--- config.mk ---
export PLATFORM = sky130hd
export DESIGN_NAME = kbd_rtc_scheduler
export DESIGN_NICKNAME = d
export VERILOG_FILES = /design/src/rtl/kbd_rtc_pkg.sv /design/src/rtl/bcd_step.sv /design/src/rtl/kbd_fifo.sv /design/src/rtl/kbd_rtc_scheduler.sv
export SDC_FILE = /design/constraint.sdc
export NUM_CORES = 1
export LEC_CHECK = 0
export BUFFER_PORTS_ARGS = -buffer_cell sky130_fd_sc_hd__buf_4
export CORE_MARGIN = 3
export CORE_UTILIZATION = 50
export CTS_BUF_LIST = sky130_fd_sc_hd__clkbuf_16
export CTS_CLUSTER_DIAMETER = 100
export DETAILED_ROUTE_END_ITERATION = 7
export GPL_ROUTABILITY_DRIVEN = 0
export PLACE_DENSITY_LB_ADDON = 0.15
export SLEW_MARGIN = 20
export SYNTH_ARGS = -nofsm -noshare
export SYNTH_HDL_FRONTEND = slang
export SYNTH_SLANG_ARGS = --single-unit
--- constraint.sdc ---
create_clock -name Reloj -period 3.7 [get_ports Reloj]
set_input_delay 0.555 -clock Reloj [delete_from_list [all_inputs] [get_ports Reloj]]
set_output_delay 0.555 -clock Reloj [all_outputs]
set_load 0.02 [all_outputs]
--- src/rtl/kbd_rtc_pkg.sv ---
// Shared definitions for the keyboard-driven RTC edit scheduler.
// Contents: PS/2 set-2 key codes, MODO and FSM encodings, BCD field limits,
// and helpers that return the min/max of a field for a given group.
package kbd_rtc_pkg;

    // Set-2 make codes of the keys that mean something to the scheduler
    localparam logic [7:0] KEY_H     = 8'h33;
    localparam logic [7:0] KEY_F     = 8'h2B;
    localparam logic [7:0] KEY_T     = 8'h2C;
    localparam logic [7:0] KEY_W     = 8'h1D;
    localparam logic [7:0] KEY_S     = 8'h1B;
    localparam logic [7:0] KEY_A     = 8'h1C;
    localparam logic [7:0] KEY_D     = 8'h23;
    localparam logic [7:0] KEY_ENTER = 8'h5A;
    localparam logic [7:0] KEY_ESC   = 8'h76;

    typedef enum logic [1:0] {
        ModoNormal = 2'd0,
        ModoHora   = 2'd1,
        ModoFecha  = 2'd2,
        ModoTimer  = 2'd3
    } modo_e;

    typedef enum logic [1:0] {
        StIdle = 2'd0,
        StEdit = 2'd1,
        StReq  = 2'd2,
        StWait = 2'd3
    } state_e;

    // CAMPO encoding: field2 is the most significant byte of the group
    localparam logic [1:0] CAMPO_F2 = 2'd0;
    localparam logic [1:0] CAMPO_F1 = 2'd1;
    localparam logic [1:0] CAMPO_F0 = 2'd2;

    // BCD limits
    localparam logic [7:0] BCD_ZERO   = 8'h00;
    localparam logic [7:0] BCD_ONE    = 8'h01;
    localparam logic [7:0] HOUR_MAX   = 8'h23;
    localparam logic [7:0] MINSEC_MAX = 8'h59;
    localparam logic [7:0] DAY_MAX    = 8'h31;
    localparam logic [7:0] MONTH_MAX  = 8'h12;
    localparam logic [7:0] YEAR_MAX   = 8'h99;

    // Day and month start at 01; everything else starts at 00
    function automatic logic [7:0] field_min(modo_e modo, logic [1:0] campo);
        if (modo == ModoFecha && campo != CAMPO_F0) begin
            return BCD_ONE;
        end
        return BCD_ZERO;
    endfunction

    function automatic logic [7:0] field_max(modo_e modo, logic [1:0] campo);
        if (modo == ModoFecha) begin
            case (campo)
                CAMPO_F2: return DAY_MAX;
                CAMPO_F1: return MONTH_MAX;
                default:  return YEAR_MAX;
            endcase
        end
        return (campo == CAMPO_F2) ? HOUR_MAX : MINSEC_MAX;
    endfunction

endpackage

--- src/rtl/bcd_step.sv ---
// Combinational +1/-1 of one two-digit BCD byte with wrap between min and max.
// Ports:
//   val_i  current byte          inc_i / dec_i  step request (inc wins)
//   min_i  lowest legal value    max_i          highest legal value
//   val_o  stepped byte (val_i when no step requested)
// A value that is not valid BCD or lies outside [min,max] steps to min.
module bcd_step (
    input  logic [7:0] val_i,
    input  logic       inc_i,
    input  logic       dec_i,
    input  logic [7:0] min_i,
    input  logic [7:0] max_i,
    output logic [7:0] val_o
);

    logic       in_range;
    logic [7:0] plus_one;
    logic [7:0] minus_one;

    // Valid BCD orders like binary, so range checks can compare bytes directly
    assign in_range = (val_i[7:4] <= 4'd9) && (val_i[3:0] <= 4'd9) &&
                      (val_i >= min_i) && (val_i <= max_i);

    always_comb begin
        plus_one  = (val_i[3:0] == 4'd9) ? {val_i[7:4] + 4'd1, 4'd0}
                                         : {val_i[7:4], val_i[3:0] + 4'd1};
        minus_one = (val_i[3:0] == 4'd0) ? {val_i[7:4] - 4'd1, 4'd9}
                                         : {val_i[7:4], val_i[3:0] - 4'd1};
        val_o = val_i;
        if (inc_i || dec_i) begin
            if (!in_range) begin
                val_o = min_i;
            end else if (inc_i) begin
                val_o = (val_i == max_i) ? min_i : plus_one;
            end else begin
                val_o = (val_i == min_i) ? max_i : minus_one;
            end
        end
    end

endmodule

--- src/rtl/kbd_fifo.sv ---
// Small key-code FIFO with asynchronous active-low reset.
// Ports:
//   clk_i, rst_ni        clock, async reset (flushes the FIFO)
//   push_i, data_i       write strobe and code
//   pop_i                read strobe (ignored when empty)
//   data_o               head entry, valid while empty_o=0
//   empty_o              no entries
//   overflow_o           push while full without a pop; the code is dropped
// Depth must be a power of two so the pointers wrap naturally.
module kbd_fifo #(
    parameter int unsigned Depth = 4,
    parameter int unsigned Width = 8
) (
    input  logic             clk_i,
    input  logic             rst_ni,
    input  logic             push_i,
    input  logic [Width-1:0] data_i,
    input  logic             pop_i,
    output logic [Width-1:0] data_o,
    output logic             empty_o,
    output logic             overflow_o
);

    localparam int unsigned PtrW = (Depth > 1) ? $clog2(Depth) : 1;
    localparam logic [PtrW:0] DepthCnt = (PtrW + 1)'(Depth);

    logic [Width-1:0] mem_q [Depth];
    logic [PtrW-1:0]  wptr_q;
    logic [PtrW-1:0]  rptr_q;
    logic [PtrW:0]    count_q;
    logic             full;
    logic             do_push;
    logic             do_pop;

    assign empty_o    = (count_q == '0);
    assign full       = (count_q == DepthCnt);
    assign do_pop     = pop_i && !empty_o;
    // When full, a simultaneous pop frees the slot the push lands in
    assign do_push    = push_i && (!full || do_pop);
    assign overflow_o = push_i && full && !do_pop;
    assign data_o     = mem_q[rptr_q];

    always_ff @(posedge clk_i or negedge rst_ni) begin
        if (!rst_ni) begin
            wptr_q  <= '0;
            rptr_q  <= '0;
            count_q <= '0;
        end else begin
            if (do_push) wptr_q <= wptr_q + 1'b1;
            if (do_pop)  rptr_q <= rptr_q + 1'b1;
            case ({do_push, do_pop})
                2'b10:   count_q <= count_q + 1'b1;
                2'b01:   count_q <= count_q - 1'b1;
                default: count_q <= count_q;
            endcase
        end
    end

    always_ff @(posedge clk_i) begin
        if (do_push) mem_q[wptr_q] <= data_i;
    end

endmodule

--- src/rtl/kbd_rtc_scheduler.sv ---
// Keyboard edit session for the RTC: buffers released-key codes, decodes
// them as commands, edits a BCD group and hands it to the RTC write
// controller with a req/ack handshake guarded by a timeout.
// Ports:
//   Reloj, RST               clock, async active-low reset
//   KEY_CODE, KEY_STB        released-key code and its one-cycle strobe
//   RTC_HORA/FECHA/TIMER     current RTC groups, loaded when a group is opened
//   WR_ACK                   write controller done pulse
//   MODO, CAMPO, VALOR       edited group, selected field, edit buffer
//   WR_REQ, WR_GRUPO         write request level and group being written
//   ERR                      one-cycle pulse on FIFO overflow or ack timeout
module kbd_rtc_scheduler
    import kbd_rtc_pkg::*;
#(
    parameter int unsigned FIFO_DEPTH  = 4,
    parameter int unsigned ACK_TIMEOUT = 1_000_000,
    parameter int unsigned CNT_W       = 20
) (
    input  logic        Reloj,
    input  logic        RST,
    input  logic [7:0]  KEY_CODE,
    input  logic        KEY_STB,
    input  logic [23:0] RTC_HORA,
    input  logic [23:0] RTC_FECHA,
    input  logic [23:0] RTC_TIMER,
    input  logic        WR_ACK,
    output logic [1:0]  MODO,
    output logic [1:0]  CAMPO,
    output logic [23:0] VALOR,
    output logic        WR_REQ,
    output logic [1:0]  WR_GRUPO,
    output logic        ERR
);

    localparam logic [CNT_W-1:0] TIMEOUT_LAST = CNT_W'(ACK_TIMEOUT - 1);

    state_e            state_q, state_d;
    modo_e             modo_q, modo_d;
    logic [1:0]        campo_q, campo_d;
    logic [23:0]       valor_q, valor_d;
    logic [CNT_W-1:0]  cnt_q, cnt_d;
    logic              err_q, err_d;

    logic              fifo_empty;
    logic              fifo_overflow;
    logic              fifo_pop;
    logic [7:0]        key;
    logic [7:0]        field_sel;
    logic [7:0]        field_step;
    logic [23:0]       valor_stepped;
    logic              wr_req;

    // The FIFO is drained only while the user is navigating
    assign fifo_pop = ((state_q == StIdle) || (state_q == StEdit)) && !fifo_empty;

    kbd_fifo #(
        .Depth (FIFO_DEPTH),
        .Width (8)
    ) u_fifo (
        .clk_i      (Reloj),
        .rst_ni     (RST),
        .push_i     (KEY_STB),
        .data_i     (KEY_CODE),
        .pop_i      (fifo_pop),
        .data_o     (key),
        .empty_o    (fifo_empty),
        .overflow_o (fifo_overflow)
    );

    always_comb begin
        case (campo_q)
            CAMPO_F2: field_sel = valor_q[23:16];
            CAMPO_F1: field_sel = valor_q[15:8];
            CAMPO_F0: field_sel = valor_q[7:0];
            default:  field_sel = BCD_ZERO;
        endcase
    end

    bcd_step u_step (
        .val_i (field_sel),
        .inc_i (key == KEY_W),
        .dec_i (key == KEY_S),
        .min_i (field_min(modo_q, campo_q)),
        .max_i (field_max(modo_q, campo_q)),
        .val_o (field_step)
    );

    always_comb begin
        valor_stepped = valor_q;
        case (campo_q)
            CAMPO_F2: valor_stepped[23:16] = field_step;
            CAMPO_F1: valor_stepped[15:8]  = field_step;
            CAMPO_F0: valor_stepped[7:0]   = field_step;
            default:  valor_stepped = valor_q;
        endcase
    end

    // State register
    always_ff @(posedge Reloj or negedge RST) begin
        if (!RST) begin
            state_q <= StIdle;
            modo_q  <= ModoNormal;
            campo_q <= CAMPO_F2;
            valor_q <= '0;
            cnt_q   <= '0;
            err_q   <= 1'b0;
        end else begin
            state_q <= state_d;
            modo_q  <= modo_d;
            campo_q <= campo_d;
            valor_q <= valor_d;
            cnt_q   <= cnt_d;
            err_q   <= err_d;
        end
    end

    // Next-state logic
    always_comb begin
        state_d = state_q;
        modo_d  = modo_q;
        campo_d = campo_q;
        valor_d = valor_q;
        cnt_d   = cnt_q;
        err_d   = fifo_overflow;
        unique case (state_q)
            StIdle: begin
                if (fifo_pop) begin
                    case (key)
                        KEY_H: begin
                            state_d = StEdit;
                            modo_d  = ModoHora;
                            valor_d = RTC_HORA;
                            campo_d = CAMPO_F2;
                        end
                        KEY_F: begin
                            state_d = StEdit;
                            modo_d  = ModoFecha;
                            valor_d = RTC_FECHA;
                            campo_d = CAMPO_F2;
                        end
                        KEY_T: begin
                            state_d = StEdit;
                            modo_d  = ModoTimer;
                            valor_d = RTC_TIMER;
                            campo_d = CAMPO_F2;
                        end
                        default: ;
                    endcase
                end
            end
            StEdit: begin
                if (fifo_pop) begin
                    case (key)
                        KEY_D: campo_d = (campo_q == CAMPO_F0) ? CAMPO_F2 : campo_q + 2'd1;
                        KEY_A: campo_d = (campo_q == CAMPO_F2) ? CAMPO_F0 : campo_q - 2'd1;
                        KEY_W, KEY_S: valor_d = valor_stepped;
                        KEY_ESC: begin
                            state_d = StIdle;
                            modo_d  = ModoNormal;
                        end
                        KEY_ENTER: state_d = StReq;
                        default: ;
                    endcase
                end
            end
            StReq: begin
                state_d = StWait;
                cnt_d   = '0;
            end
            StWait: begin
                // Ack wins over a coinciding timeout
                if (WR_ACK || (cnt_q == TIMEOUT_LAST)) begin
                    state_d = StIdle;
                    modo_d  = ModoNormal;
                    cnt_d   = '0;
                    if (!WR_ACK) err_d = 1'b1;
                end else begin
                    cnt_d = cnt_q + 1'b1;
                end
            end
        endcase
    end

    // Outputs; WR_REQ decodes the state so reset clears it asynchronously
    assign wr_req = (state_q == StReq) || (state_q == StWait);

    always_comb begin
        WR_REQ   = wr_req;
        WR_GRUPO = wr_req ? modo_q : ModoNormal;
        MODO     = modo_q;
        CAMPO    = campo_q;
        VALOR    = valor_q;
        ERR      = err_q;
    end

endmodule

==> flow_summary.toml <==
[floorplan]
core-area_sq_um = 10900
design.die.area_sq_um = 12600
die_x_microns = 112
placementRows = 38
start_util_pct = 51.6
die_height_microns = 112
pin_count = 116

[layout]
nFillCells = 897
final_nets = 782
instances_no_fill = 821
syn2layout_area_growth_pct = 25.6
drive_above_1_share_pct = 28.0
utilization_pct = 64.8
antenna_cells = 0

[worst_setup_path]
end_kind = "flip-flop"
r2r_cells = 13
crit_slowest_cell = "a222oi_1"
cpMostUsedCell = "inv_1"
path_class = "reg2reg"
path_cells = "inv_1, ha_2, a222oi_1, or2_4, inv_1, ha_1, and4_1, o21ai_0, a221oi_2, and4b_2, a31oi_1, a2bb2oi_2, a21oi_1"
critPathMaxFanout = 12
cp.arrival_ns = 3.74
worst_ep_required_time_ns = 3.93
start_kind = "flip-flop"
cp_slowest_stage_delay_ns = 0.48

[clock_tree]
tritoncts = "done"
cts-buffers-inserted = 9
htree_levels = 3
clkSlewWorstSetupHoldPaths_ns = 0.07
root_buffer = "clkbuf_16"
cts_sinks = 90
postCtsHoldBufs = 0
insertion_delay_ns = 0.34
clk_path_buf_depth = 2

[route]
wl_per_cell_microns = 18.8
firstDrtPassIters = 7
vias = 5108
post_drt_via_cell_ratio = 6.22
ant_nets = 0
drt-initial-drc-count = 461
drc_errors = 0
wl_mm = 15.4

[place]
io_buffer_count = 115
hpwl_mm = 11.2
dp_cells = 804

[sta]
finalHoldViolCount = 0
period_minus_slack_ns = 3.52
setup_violations = 0
fin_crit_sh_pct = 95.1
rsz0062_at_grt = "false"
setup_tns_ns = 0
fmax_mhz = 284
finalClockSkew_ns = 0.00663
worstMarginPinSlew_ns = 0.766
maxSlewViolCount = 0
timing.slew.headroom_pct = 48.9

[synth]
syn_nets = 672
synth_top_area_share_pct = 25.7
ys_seq_area_share_pct = 42.7
syn-instance-count = 566
synth_area_sq_um = 5650
synth.area.top_cells = "dfrtp_1 (26%), edfxtp_1 (17%), a222oi_1 (5.7%)"
synth.most_common_cell = "dfrtp_1"
synth_edf_count = 32
ys_seq_elements = 90
ys_top_cells_by_count = "dfrtp_1 (58), nand2_1 (43), nor2_1 (43)"
synth_area_leader_cell = "dfrtp_1"
avgSynthCellArea_sq_um = 9.97
ys.flop_type = "dfrtp_1"
synthArstFlopShare_pct = 64.4
synthDistinctLibCells = 71
synth_warnings = 0

[status]
status = "finished clean"

[global_routing]
overflow = 0
grt_usage_pct = 24.7
antenna_found_initial = 0
grt_pass1_wl_mm = 25.3
grt_pass1_vias = 5071
grt_max_degree = 59

[pwr]
p_per_area_nw_per_um2 = 809
power_leakage_nw = 3.09
irDropWorstVdd_v = 0.000431

[run]
drv_cap = 0

[hold_path]
holdCritPathClass = "in2async"
## metrics by stage
stage	setup slack (ns)	cell area [sq um]	hold slack [ns]	power [mW]
3_3_place_gp	0.193	6710	0.504	4.50
3_5_place_dp	0.0432	6710	0.509	4.58
6_report	0.182	7090	0.285	5.73
5_1_grt	0.0369	7090	0.348	6.14
2_1_floorplan	0.0477	5650	0.259	3.61
4_1_cts	0.0278	7030	0.308	5.62
## metal layers
metal | vias to the layer above | wire length [microns] | part of all wire (%) | track usage, %
li1 | 2412 | - | - | -
met5 | - | 0 | 0 | 0
met2 | 210 | 7560 | 49 | 41.7
met3 | 40 | 1150 | 7.5 | 4.53
met4 | 0 | 541 | 3.5 | 10.8
met1 | 2446 | 6170 | 40 | 31.2
## registers in the layout, indices dropped and copies added, names as in the netlist, named ones only
register and count:
u_fifo.mem_q 32, VALOR 24, cnt_q 20, u_fifo.count_q 3
CAMPO 2, MODO 2, u_fifo.rptr_q 2, u_fifo.wptr_q 2
ERR 1, state_q 1
## placed cells by master (no fill, tap or decap), drive strengths merged, types with 6 or more instances in the layout
master,netlist,layout
nor2,43,43
and3,11,11
nor3,9,9
o211ai,8,8
buf,6,138
clkbuf,33,9
mux4,8,8
nand3,8,8
inv,18,21
o31ai,8,8
nand2,43,43
a21oi,30,30
or2,10,10
o21ai,31,31
and2,9,9
xnor2,8,8
nor2b,6,6
edfxtp,32,32
dfrtp,58,58
a222oi,32,32
ha,21,21
nand2b,8,8
o21a,25,25
## area by class of cell
class,instances,area (sq um),area share (%)
clock inverter,7,98.8,1.39
sequential,90,2410,34.1
tap,140,175,2.47
multi-input combinational,418,3060,43.1
clock buffer,9,225,3.18
inverter,19,71.3,1.01
timing repair buffer,138,1050,14.8
## worst max-delay path, delay by kind of cell (launching register included)
| family | cells | cell delay, ns |
|---|---|---|
| AOI/OAI and AO/OA | 6 | 1.45 |
| buffers and inverters | 2 | 0.15 |
| DFF | 1 | 0.42 |
| adders and majority gates | 2 | 0.56 |
| and+or+nand+nor | 3 | 0.79 |
## final timing paths
check | to | slack [ns] | from
worst max-delay path | VALOR[15] | 0.18 | CAMPO[1]
worst min-delay path | VALOR[10] | 0.29 | RST
worst max register to register | VALOR[15] | 0.18 | CAMPO[1]
worst min register to register | cnt_q[14] | 0.52 | cnt_q[14]
max in group asynchronous | CAMPO[1] | 2.88 | RST
min in group Reloj | u_fifo.mem_q[0][0] | 0.41 | KEY_CODE[0]
## cells by family after synthesis
kind of cell             Yosys count  synth area share, %
AND/OR/NAND/NOR                  184                 17.5
XOR/XNOR                          13                 2.02
adder cells (fa/ha/maj)           22                 5.01
buffers and inverters             58                 4.23
multiplexers                      15                 4.48
flip-flops                        90                 42.7
AO/OA/AOI/OAI                    184                 24.1
## what timing repair did
| action | CTS | global route |
|---|---|---|
| pin swaps | 1 | 2 |
| setup endpoints to repair | 6 | 20 |
| resized for setup | 1 | 11 |
| buffers inserted | 0 | 1 |
## power by group
group | switching (mW) | total, mW | internal, mW
combinational | 1.80 | 3.17 | 1.37
clock | 0.405 | 1.00 | 0.598
sequential | 0.259 | 1.56 | 1.30
total | 2.46 | 5.73 | 3.27
(Power assumes the default switching activity.)
